`src/rtl/rv32_ctrl_pkg.sv`:
```
// Shared encodings for the multicycle RV32 control sequencer: states, opcodes,
// ALU control fields and fault codes.
package rv32_ctrl_pkg;

   typedef enum logic [3:0] {
      ST_FETCH     = 4'd0,
      ST_DECODE    = 4'd1,
      ST_MEM_ADDR  = 4'd2,
      ST_MEM_READ  = 4'd3,
      ST_MEM_WB    = 4'd4,
      ST_MEM_WRITE = 4'd5,
      ST_EXEC_R    = 4'd6,
      ST_EXEC_I    = 4'd7,
      ST_ALU_WB    = 4'd8,
      ST_BRANCH    = 4'd9,
      ST_HALT      = 4'd10
   } state_t;

   localparam logic [6:0] OP_R   = 7'b0110011;
   localparam logic [6:0] OP_I   = 7'b0010011;
   localparam logic [6:0] OP_LW  = 7'b0000011;
   localparam logic [6:0] OP_SW  = 7'b0100011;
   localparam logic [6:0] OP_BEQ = 7'b1100011;

   typedef enum logic [1:0] {
      ALU_ADD   = 2'b00,
      ALU_SUB   = 2'b01,
      ALU_FUNCT = 2'b10
   } alu_op_t;

   typedef enum logic [1:0] {
      SRCB_REG  = 2'b00,
      SRCB_FOUR = 2'b01,
      SRCB_IMM  = 2'b10,
      SRCB_ZERO = 2'b11
   } src_b_t;

   typedef enum logic [1:0] {
      FAULT_NONE    = 2'b00,
      FAULT_ILLEGAL = 2'b01,
      FAULT_TIMEOUT = 2'b10
   } fault_t;

   function automatic logic is_legal(input logic [6:0] op);
      return (op == OP_R) || (op == OP_I) || (op == OP_LW) ||
             (op == OP_SW) || (op == OP_BEQ);
   endfunction

endpackage

```
`src/rtl/mem_wait_timer.sv`:
```
// Counts consecutive stalled cycles in a memory wait state; expired flags the
// last cycle before the stall budget is exhausted. TIMEOUT_CYCLES = 0 disables it.
module mem_wait_timer #(
   parameter int unsigned TIMEOUT_CYCLES = 255
) (
   input  logic clk,
   input  logic resetn,
   input  logic clr,
   input  logic inc,
   output logic expired
);

   localparam int unsigned CW = (TIMEOUT_CYCLES < 2) ? 1 : $clog2(TIMEOUT_CYCLES + 1);
   localparam logic [CW-1:0] LIMIT = CW'(TIMEOUT_CYCLES);
   localparam logic [CW-1:0] LAST  = CW'((TIMEOUT_CYCLES == 0) ? 0 : TIMEOUT_CYCLES - 1);

   logic [CW-1:0] count;

   always_ff @(posedge clk or negedge resetn) begin
      if (!resetn) begin
         count <= '0;
      end else if (clr) begin
         count <= '0;
      end else if (inc && (count != LIMIT)) begin
         count <= count + CW'(1);
      end
   end

   assign expired = (TIMEOUT_CYCLES != 0) && (count == LAST);

endmodule

```
`src/rtl/rv32_multicycle_ctrl_fsm.sv`:
```
// Main sequencer of the multicycle RV32 datapath: fetch, decode, execute,
// memory and writeback, with memory-wait timeout and illegal-opcode halt.
module rv32_multicycle_ctrl_fsm
   import rv32_ctrl_pkg::*;
#(
   parameter int unsigned TIMEOUT_CYCLES = 255
) (
   input  logic       clk,
   input  logic       resetn,
   input  logic [6:0] opcode,
   input  logic       mem_ready,
   output logic       PCWrite,
   output logic       PCWriteCond,
   output logic       IorD,
   output logic       MemRead,
   output logic       MemWrite,
   output logic       MemtoReg,
   output logic       IRWrite,
   output logic       PCSource,
   output logic       ALUSrcA,
   output logic [1:0] ALUSrcB,
   output logic [1:0] ALUOp,
   output logic       RegWrite,
   output logic       instr_retired,
   output logic       halted,
   output logic [1:0] fault,
   output logic [3:0] state_dbg
);

   // Memory handshake: MemRead/MemWrite is a request held every cycle of a wait
   // state; mem_ready=1 in that same cycle completes it and the FSM advances.
   state_t state, state_next;
   fault_t fault_q, fault_next;
   logic   legal, in_wait, timer_clr, timer_inc, timer_expired, timed_out;

   assign legal     = is_legal(opcode);
   assign in_wait   = (state == ST_FETCH) || (state == ST_MEM_READ) || (state == ST_MEM_WRITE);
   assign timed_out = in_wait && !mem_ready && timer_expired;
   assign timer_inc = in_wait && !mem_ready;
   assign timer_clr = (state_next != state);

   mem_wait_timer #(
      .TIMEOUT_CYCLES(TIMEOUT_CYCLES)
   ) u_timer (
      .clk    (clk),
      .resetn (resetn),
      .clr    (timer_clr),
      .inc    (timer_inc),
      .expired(timer_expired)
   );

   always_ff @(posedge clk or negedge resetn) begin
      if (!resetn) begin
         state   <= ST_FETCH;
         fault_q <= FAULT_NONE;
      end else begin
         state   <= state_next;
         fault_q <= fault_next;
      end
   end

   always_comb begin
      state_next = state;
      fault_next = fault_q;
      case (state)
         ST_FETCH:     if (mem_ready) state_next = ST_DECODE;
         ST_DECODE: begin
            case (opcode)
               OP_LW, OP_SW: state_next = ST_MEM_ADDR;
               OP_R:         state_next = ST_EXEC_R;
               OP_I:         state_next = ST_EXEC_I;
               OP_BEQ:       state_next = ST_BRANCH;
               default: begin
                  state_next = ST_HALT;
                  fault_next = FAULT_ILLEGAL;
               end
            endcase
         end
         ST_MEM_ADDR:  state_next = (opcode == OP_SW) ? ST_MEM_WRITE : ST_MEM_READ;
         ST_MEM_READ:  if (mem_ready) state_next = ST_MEM_WB;
         ST_MEM_WRITE: if (mem_ready) state_next = ST_FETCH;
         ST_EXEC_R,
         ST_EXEC_I:    state_next = ST_ALU_WB;
         ST_MEM_WB,
         ST_ALU_WB,
         ST_BRANCH:    state_next = ST_FETCH;
         ST_HALT:      state_next = ST_HALT;
         default:      state_next = ST_FETCH;
      endcase
      // A completing mem_ready always beats the timeout in the same cycle.
      if (timed_out) begin
         state_next = ST_HALT;
         fault_next = FAULT_TIMEOUT;
      end
   end

   always_comb begin
      PCWrite       = 1'b0;
      PCWriteCond   = 1'b0;
      IorD          = 1'b0;
      MemRead       = 1'b0;
      MemWrite      = 1'b0;
      MemtoReg      = 1'b0;
      IRWrite       = 1'b0;
      PCSource      = 1'b0;
      ALUSrcA       = 1'b0;
      ALUSrcB       = SRCB_REG;
      ALUOp         = ALU_ADD;
      RegWrite      = 1'b0;
      instr_retired = 1'b0;
      halted        = 1'b0;
      // Gating on resetn keeps every control quiet the moment reset falls.
      if (resetn) begin
         case (state)
            ST_FETCH: begin
               MemRead = 1'b1;
               ALUSrcB = SRCB_FOUR;
               IRWrite = mem_ready;
            end
            ST_DECODE: begin
               ALUSrcB  = SRCB_IMM;
               PCSource = 1'b1;
               PCWrite  = legal;
            end
            ST_MEM_ADDR: begin
               ALUSrcA = 1'b1;
               ALUSrcB = SRCB_IMM;
            end
            ST_MEM_READ: begin
               MemRead = 1'b1;
               IorD    = 1'b1;
            end
            ST_MEM_WB: begin
               RegWrite      = 1'b1;
               MemtoReg      = 1'b1;
               instr_retired = 1'b1;
            end
            ST_MEM_WRITE: begin
               MemWrite      = 1'b1;
               IorD          = 1'b1;
               instr_retired = mem_ready;
            end
            ST_EXEC_R: begin
               ALUSrcA = 1'b1;
               ALUOp   = ALU_FUNCT;
            end
            ST_EXEC_I: begin
               ALUSrcA = 1'b1;
               ALUSrcB = SRCB_IMM;
               ALUOp   = ALU_FUNCT;
            end
            ST_ALU_WB: begin
               RegWrite      = 1'b1;
               instr_retired = 1'b1;
            end
            ST_BRANCH: begin
               ALUSrcA       = 1'b1;
               ALUOp         = ALU_SUB;
               PCWriteCond   = 1'b1;
               PCSource      = 1'b1;
               instr_retired = 1'b1;
            end
            ST_HALT:  halted = 1'b1;
            default: ;
         endcase
      end
   end

   assign fault     = resetn ? fault_q : FAULT_NONE;
   assign state_dbg = resetn ? state : 4'd0;

endmodule

```
`config.mk`:
```
export PLATFORM = sky130hd
export DESIGN_NAME = rv32_multicycle_ctrl_fsm
export DESIGN_NICKNAME = d
export VERILOG_FILES = /design/src/rtl/rv32_ctrl_pkg.sv /design/src/rtl/mem_wait_timer.sv /design/src/rtl/rv32_multicycle_ctrl_fsm.sv
export SDC_FILE = /design/constraint.sdc
export NUM_CORES = 1
export LEC_CHECK = 0
export BUFFER_PORTS_ARGS = -buffer_cell sky130_fd_sc_hd__buf_2
export CORE_MARGIN = 5
export CORE_UTILIZATION = 52
export CTS_CLUSTER_DIAMETER = 60
export CTS_CLUSTER_SIZE = 30
export DETAILED_ROUTE_END_ITERATION = 8
export PLACE_DENSITY = 0.87
export SETUP_SLACK_MARGIN = 0.3
export SLEW_MARGIN = 20
export SYNTH_ARGS = -nofsm -noshare
export SYNTH_HDL_FRONTEND = slang
export SYNTH_SLANG_ARGS = --single-unit
```
`constraint.sdc`:
```
create_clock -name clk -period 1.9 [get_ports clk]
set_clock_uncertainty 0.1 [all_clocks]
set_input_delay 0 -clock clk [delete_from_list [all_inputs] [get_ports clk]]
set_output_delay 0 -clock clk [all_outputs]
set_load 0.005 [all_outputs]
```
==> results of run 1 <==
[stage by stage]
step | setup slack, ns | area [sq um]
floorplan | 0.3785 | 1222
finish | 0.2558 | 1645
detailed placement | 0.1258 | 1400
global placement | 0.2348 | 1400
global route | 0.1861 | 1645
CTS | 0.2733 | 1535
[cells in the mapped netlist, drive strengths merged]
master   instances
a211oi           1
a22o             1
and3             3
nand4bb          1
nor2b            4
a32oi            1
inv              5
xor2             8
mux2             1
nor2            27
and2             5
buf              6
o311ai           1
clkbuf           4
o21ai            7
nand4b           1
a31oi            2
o32a             1
nor4bb           1
a21oi            4
and3b            1
nor3b            3
o21a             2
nor3             3
xnor2            2
nand4            7
mux2i            3
a311oi           1
nor4             1
dfrtp           14
nand2b           3
a222oi           1
a31o             1
and4             2
o211ai           3
ha               2
a22oi            1
nand3            8
nand2           12
[worst max-delay path, cell delays in order (launching register included)]
cell,delay [ns]
dfrtp_2,0.47
buf_6,0.15
buf_4,0.13
mux2i_1,0.13
o211ai_2,0.24
nand4_4,0.20
nor2_1,0.15
[state kept, by name (all words and copies together), names as in the netlist]
register,cells
state,4
fault_q,2
u_timer.count,8
[power groups by stage]
stage	combinational (uW)	clock, uW	sequential, uW
3_5_place_dp	930	0	447
5_1_grt	1390	221	424
4_1_cts	1080	209	435
3_3_place_gp	890	0	439
2_1_floorplan	757	0	367
6_report	1280	211	417
[timing repair]
action,in CTS,in global routing
setup buffers,6,6
resized for setup,16,19
hold endpoints to repair,14,0
cloned,0,0
setup endpoints to repair,24,28
hold buffers,1,0
pin swaps,5,8
[cell type report]
| type | instances | share of cell area (%) |
|---|---|---|
| clock buffers | 4 | 2.205 |
| inverters | 5 | 1.141 |
| multi-input cells | 125 | 53.31 |
| flip-flops and latches | 14 | 21.75 |
| well taps | 28 | 2.129 |
| repair buffers | 49 | 19.47 |
[worst paths after layout]
path / startpoint / to / slack, ns / cells past startpoint
setup / recovery: state[0] / u_timer.count[5] / 0.26 / 6
hold / removal: resetn / state[0] / 0.07 / 2
setup reg to reg: state[0] / u_timer.count[5] / 0.26 / 6
hold reg to reg: fault_q[0] / fault_q[0] / 0.41 / 1
max in group asynchronous: resetn / state[1] / 1.36 / 2
min in group clk: opcode[6] / state[3] / 0.07 / 3
[layer usage]
metal	GRT usage [%]	vias up	part of all wire [%]
met4	5.298	0	2.2
met3	3.509	10	9.3
met1	27.15	620	39
met2	36.52	69	49
li1	-	630	-
met5	0	-	0
[logic make-up (layout without fill, tap and decap cells)]
kind of cell               after synthesis  after routing  share of synthesized area [%]
buffers and inverters                   15             58                          5.629
xor gates and xnor gates                10             10                          7.165
AOI/OAI and AO/OA                       27             27                          15.46
adders and majority gates                2              2                          2.047
and+or+nand+nor                         82             82                          37.36
muxes                                    4              4                          3.684
DFF                                     14             14                          28.66
==> flow_metrics.py, run 1 <==
metrics = {
    "outcome": {
        "status": "completed",
    },
    "min_path": {
        "hp-class": "in2async",
    },
    "synth": {
        "syn-num-nets": 166,
        "yosysTopAreaCell": "dfrtp_1",
        "syn_inst": 154,
        "synth-warning-count": 0,
        "synth_top_area_share_pct": 28.66,
        "syn_area_per_cell_sq_um": 7.938,
        "ys_seq_area_share_pct": 28.66,
        "synth_area_sq_um": 1222,
        "synth_area_leaders": "dfrtp_1 29%, nor2_1 8.3%, xor2_1 5.7%",
        "synthDistinctLibCells": 44,
        "ys_seq_elements": 14,
    },
    "pwr": {
        "total_power_uw": 1908,
        "intPower_uw": 1049,
        "leakage_uw": 0.0007655,
        "power_frac_seq_pct": 21.8,
        "irDropWorstVdd_uv": 721.8,
        "power.density_nw_per_um2": 1160,
        "comb_power_share_pct": 67.1,
        "clkPwrFrac_pct": 11.1,
        "p_switching_uw": 858.5,
        "swShare_pct": 45.00,
    },
    "grt": {
        "overflow": 0,
        "grt_start_max_net_pins": 29,
        "antenna_found_initial": 0,
        "grtUsageTotal_pct": 21.09,
        "grt_pass1_wl_mm": 5.671,
        "grt_pass1_vias": 1216,
    },
    "final_layout": {
        "nets": 210,
        "diodes": 0,
        "post_route_cells_drive_above_1_share_pct": 42.13,
        "layout_commonest_cell": "buf_2",
        "area_delta_synth_final_pct": 34.60,
        "layout_common_cells": "31 x buf_2, 19 x nor2_1, 11 x buf_4",
        "seq_area_sq_um": 357.8,
        "final_util_pct": 73.67,
        "num-fill-cells": 159,
        "layout.cells.non_filler": 225,
        "multi_input_area_sq_um": 877.1,
    },
    "run": {
        "drv_cap": 0,
    },
    "clocking": {
        "htreeDepth": 1,
        "cts_tree": "yes",
        "numCtsBuffers": 3,
        "insertion_delay_ns": 0.28,
        "cts_buffer_depth": 2,
        "root_buffer": "clkbuf_4",
        "clk_pin_slew_ns": 0.08,
        "cts.sinks": 14,
    },
    "die": {
        "pin_count": 32,
        "die_w_um": 58.49,
        "start_util_pct": 54.73,
        "num_rows": 17,
        "die-area_sq_um": 3421,
        "die_h_um": 58.49,
        "core_area_sq_um": 2233,
    },
    "critical_path": {
        "worst-path-max-fanout": 8,
        "cp.arrival_ns": 1.76,
        "crit_required_ns": 2.01,
        "worst-setup-path-type": "reg2reg",
        "endpoint_kind": "flop",
        "startpoint_type": "flop",
    },
    "sta": {
        "timing.final.crit_share_pct": 86.54,
        "setup_viol": 0,
        "max-slew-margin-rel_pct": 61.05,
        "setup_tns_ns": 0,
        "max_slew.worst_pin.slew_ns": 0.5764,
        "timing.hold.ws_ns": 0.06938,
        "fmax_ghz": 0.6082,
        "rsz0062_at_grt": "yes",
        "hold_viol": 0,
        "slew_violations": 0,
        "period_minus_slack_ns": 1.644,
    },
    "placed_design": {
        "place_inst": 208,
        "portBuffers": 31,
        "globalplace.congestion": 0.9572,
        "hpwl_mm": 2.489,
    },
    "drt": {
        "first_iter_violations": 48,
        "vias_per_cell": 5.907,
        "wl_per_cell_um": 15.60,
        "ant_nets": 0,
        "wirelength_mm": 3.509,
        "vias": 1329,
        "dr.pass1.iters": 4,
        "drc": 0,
    },
}
Note: power is estimated with default switching activity, not from simulation.
==> inputs of run 2 (changes only) <==
SETUP_SLACK_MARGIN = unset   (was 0.3)
==> flow_metrics.py, run 2 (synthesized netlist as in run 1, its figures left out) <==
metrics = {
    "drt": {
        "wl_per_cell_um": 14.95,
        "ant_nets": 0,
        "vias_per_cell": 6.038,
        "vias": 1286,
        "first_iter_violations": 71,
        "wirelength_mm": 3.184,
        "drc": 0,
        "dr.pass1.iters": 4,
    },
    "sta": {
        "timing.final.crit_share_pct": 93.38,
        "max_slew.worst_pin.slew_ns": 0.5924,
        "hold_viol": 0,
        "fmax_ghz": 0.5636,
        "setup_tns_ns": 0,
        "period_minus_slack_ns": 1.774,
        "slew_violations": 0,
        "rsz0062_at_grt": "no",
        "max-slew-margin-rel_pct": 59.97,
        "setup_viol": 0,
    },
    "min_path": {
        "min-delay-start": "opcode[6]",
        "hp-class": "in2reg",
    },
    "pwr": {
        "leakage_uw": 0.0006998,
        "clkPwrFrac_pct": 12.9,
        "power.density_nw_per_um2": 1104,
        "comb_power_share_pct": 59.1,
        "swShare_pct": 46.17,
        "power_frac_seq_pct": 28.0,
        "p_switching_uw": 737.8,
        "irDropWorstVdd_uv": 594.1,
        "intPower_uw": 860.3,
    },
    "die": {
        "start_util_pct": 54.73,
        "die_h_um": 58.49,
        "die-area_sq_um": 3421,
        "core_area_sq_um": 2233,
        "num_rows": 17,
        "pin_count": 32,
        "die_w_um": 58.49,
    },
    "clocking": {
        "numCtsBuffers": 3,
        "insertion_delay_ns": 0.27,
        "root_buffer": "clkbuf_4",
        "cts_tree": "yes",
        "cts.sinks": 14,
        "cts_setup_buffers": 0,
        "htreeDepth": 1,
        "cts_buffer_depth": 2,
        "clk_pin_slew_ns": 0.08,
    },
    "grt": {
        "grt_pass1_vias": 1157,
        "grt_start_max_net_pins": 29,
        "antenna_found_initial": 0,
        "grt_pass1_wl_mm": 5.237,
        "grtUsageTotal_pct": 19.39,
        "overflow": 0,
    },
    "outcome": {
        "status": "completed",
    },
    "placed_design": {
        "placed_cell_area_sq_um": 1400,
        "globalplace.congestion": 0.9572,
        "portBuffers": 31,
        "hpwl_mm": 2.489,
    },
    "critical_path": {
        "crit_required_ns": 2.00,
        "startpoint_type": "flop",
        "startpoint": "state[3]",
        "worst-path-max-fanout": 10,
        "worst-setup-path-type": "reg2reg",
        "endpoint_kind": "flop",
        "r2r-start": "state[3]",
        "cp.arrival_ns": 1.87,
    },
    "final_layout": {
        "final_area_sq_um": 1448,
        "nets": 198,
        "num-fill-cells": 197,
        "diodes": 0,
        "largest_reg_flops": 8,
        "area_delta_synth_final_pct": 18.42,
        "post_route_cells_drive_above_1_share_pct": 25.41,
        "top_register": "u_timer.count",
        "layout_commonest_cell": "buf_2",
        "layout_common_cells": "31 x buf_2, 27 x nor2_1, 13 x dfrtp_1",
        "reg_top3": "u_timer.count: 8 flops, state: 4 flops, fault_q: 2 flops",
    },
    "run": {
        "drv_cap": 0,
    },
}
-- run 2: cell types whose count changed in the layout (fill, tap and decap cells not counted), sizes merged --
cell | before | now
buf | 47 | 36
clkbuf | 5 | 4
-- run 2: path summary, 6_finish.rpt --
| check | to | slack [ns] | cells past startpoint |
|---|---|---|---|
| worst max-delay path | u_timer.count[4] | 0.13 | 5 |
| worst min-delay path | state[3] | 0.07 | 3 |
| worst max register to register | u_timer.count[4] | 0.13 | 5 |
| worst min register to register | fault_q[0] | 0.40 | 1 |
| max in group asynchronous | state[0] | 1.22 | 2 |
| min in group asynchronous | state[2] | 0.12 | 2 |
-- run 2: layout make-up --
| class | instances | area, sq um | area share, % |
|---|---|---|---|
| multi-input combinational | 125 | 803.3 | 55.49 |
| sequential | 14 | 351.6 | 24.29 |
| timing repair buffer | 37 | 202.7 | 14.00 |
| clock buffer | 4 | 36.28 | 2.506 |
| tap | 28 | 35.03 | 2.420 |
| inverter | 5 | 18.77 | 1.296 |
-- run 2: worst max-delay path, stage by stage (launching register included) --
cell	delay [ns]
dfrtp_1	0.50
nor2_1	0.30
a222oi_1	0.16
o21ai_1	0.30
nand4_4	0.18
nor2_1	0.15
-- run 2: repair_timing --
action                                  4_1_cts  5_1_grt
hold endpoints to repair                     14        0
hold buffers                                  1        0
endpoints found under the setup margin        0        9
resized for setup                             0        1
-- run 2: per-layer routing --
metal / vias up / global-route usage [%] / part of all wire, %
met4: 0 / 4.967 / 1.8
met5: - / 0 / 0
met3: 8 / 3.070 / 9.0
met1: 599 / 25.92 / 39
met2: 66 / 32.54 / 50
li1: 613 / - / -
-- run 2: stage by stage --
step / std cells / hold WS (ns) / worst slack [ns] / utilization (%) / power (uW)
after floorplan: 154 / -0.3956 / 0.3785 / - / 1124
after global placement: 208 / -0.1273 / 0.2348 / 62.69 / 1329
after detailed placement: 208 / -0.1160 / 0.1258 / 62.69 / 1377
after CTS: 213 / 0.04960 / 0.1031 / 64.76 / 1587
after global routing: 213 / 0.09917 / 0.03195 / 64.82 / 1711
final: 213 / 0.06656 / 0.1258 / 64.82 / 1598
-- run 2: power groups by stage --
stage	Sequential [uW]	Clock, uW	Combinational (uW)
6_report	447	206	945
5_1_grt	456	220	1030
4_1_cts	441	209	937
3_5_place_dp	447	0	930
3_3_place_gp	439	0	890
2_1_floorplan	367	0	757
==> inputs of run 3 (changes only) <==
PLACE_DENSITY = unset   (was 0.87)
PLACE_DENSITY_LB_ADDON = 0.1   (was unset)
==> flow_metrics.py, run 3 (synthesized netlist as in run 1, its figures left out) <==
metrics = {
    "drt": {
        "vias": 1233,
        "wl_per_cell_um": 13.99,
        "first_iter_violations": 61,
        "wirelength_mm": 2.980,
        "dr.pass1.iters": 4,
        "vias_per_cell": 5.789,
        "drc": 0,
        "ant_nets": 0,
    },
    "sta": {
        "hold_viol": 0,
        "slew_violations": 0,
        "max-slew-margin-rel_pct": 60.21,
        "period_minus_slack_ns": 1.756,
        "rsz0062_at_grt": "no",
        "fmax_ghz": 0.5694,
        "max_slew.worst_pin.slew_ns": 0.5888,
        "setup_viol": 0,
        "setup_tns_ns": 0,
        "timing.final.crit_share_pct": 92.43,
    },
    "grt": {
        "antenna_found_initial": 0,
        "grt_pass1_wl_mm": 5.326,
        "grt_pass1_vias": 1197,
        "grtUsageTotal_pct": 19.33,
        "overflow": 0,
        "grt_start_max_net_pins": 29,
    },
    "critical_path": {
        "startpoint_type": "flop",
        "crit_required_ns": 1.80,
        "worst-path-max-fanout": 10,
        "cp.arrival_ns": 1.66,
        "endpoint_kind": "primary output",
        "worst-setup-path-type": "reg2out",
    },
    "die": {
        "start_util_pct": 54.73,
        "core_area_sq_um": 2233,
        "die-area_sq_um": 3421,
        "die_h_um": 58.49,
        "pin_count": 32,
        "num_rows": 17,
        "die_w_um": 58.49,
    },
    "min_path": {
        "hp-class": "in2reg",
    },
    "final_layout": {
        "layout_common_cells": "31 x buf_2, 26 x nor2_1, 13 x dfrtp_1",
        "layout_commonest_cell": "buf_2",
        "nets": 199,
        "area_delta_synth_final_pct": 18.12,
        "largest_reg_flops": 8,
        "seq_area_sq_um": 351.6,
        "diodes": 0,
        "reg_top3": "u_timer.count: 8 flops, state: 4 flops, fault_q: 2 flops",
        "post_route_cells_drive_above_1_share_pct": 25.95,
        "final_util_pct": 64.65,
        "num-fill-cells": 204,
        "multi_input_area_sq_um": 805.8,
        "top_register": "u_timer.count",
    },
    "clocking": {
        "clk_pin_slew_ns": 0.07,
        "cts.sinks": 14,
        "cts_buffer_depth": 2,
        "cts_tree": "yes",
        "insertion_delay_ns": 0.27,
        "numCtsBuffers": 3,
        "htreeDepth": 1,
        "root_buffer": "clkbuf_4",
    },
    "outcome": {
        "status": "completed",
    },
    "run": {
        "drv_cap": 0,
    },
    "placed_design": {
        "portBuffers": 31,
        "globalplace.congestion": 0.8627,
        "hpwl_mm": 2.303,
    },
    "pwr": {
        "irDropWorstVdd_uv": 807.9,
        "power.density_nw_per_um2": 1072,
        "leakage_uw": 0.0006977,
    },
}
## run 3: area by class of cell
class                           instances  area share (%)
Tap cell                               28           2.426
Timing Repair Buffer                   38           14.56
Sequential cell                        14           24.35
Clock buffer                            3           1.560
Multi-Input combinational cell        125           55.81
Inverter                                5           1.300
## run 3: critical path, cell delays in order (launching register included)
cell and delay, ns:
dfrtp_1 0.56, buf_4 0.20, nand2b_1 0.21, o21ai_0 0.11
and3b_1 0.18, buf_2 0.12
## run 3: worst paths after layout
| kind | startpoint | end | slack (ns) | cells after the start |
|---|---|---|---|---|
| worst max-delay path | state[3] | instr_retired | 0.14 | 5 |
| worst min-delay path | opcode[4] | state[2] | 0.08 | 4 |
| worst max register to register | state[1] | u_timer.count[6] | 0.15 | 5 |
| worst min register to register | fault_q[0] | fault_q[0] | 0.40 | 1 |
| max in group asynchronous | resetn | state[0] | 1.20 | 2 |
| min in group asynchronous | resetn | state[2] | 0.13 | 2 |
## run 3: routing by layer
metal	vias to the layer above	wire length (um)	GRT usage, %
met4	0	24	5.629
met2	46	1356	30.94
met3	5	223	2.851
met1	573	1376	26.89
li1	609	-	-
met5	-	0	0
## run 3: timing repair
item / in CTS / in global routing
setup endpoints to repair: 0 / 8
gates resized for setup: 0 / 2
buffers inserted: 0 / 0
hold buffers: 1 / 0
hold endpoints to repair: 14 / 0
## run 3: metrics by stage
stage	instance area, sq um	power [uW]	cells	hold WS [ns]	setup WS (ns)
2_1_floorplan	1222	1124	154	-0.3956	0.3785
3_3_place_gp	1408	1360	209	-0.1183	0.1901
3_5_place_dp	1408	1385	209	-0.1134	0.1048
4_1_cts	1440	1550	213	0.07882	0.08909
5_1_grt	1444	1693	213	0.1208	0.02265
6_report	1444	1548	213	0.08211	0.1438
## run 3: power by group
| group | switching, uW | leakage [uW] | internal, uW |
|---|---|---|---|
| registers | 114 | 0.000185 | 341 |
| logic | 521 | 0.000499 | 416 |
| clock network | 83.0 | 0.0000138 | 73.3 |
| total | 718 | 0.000698 | 830 |
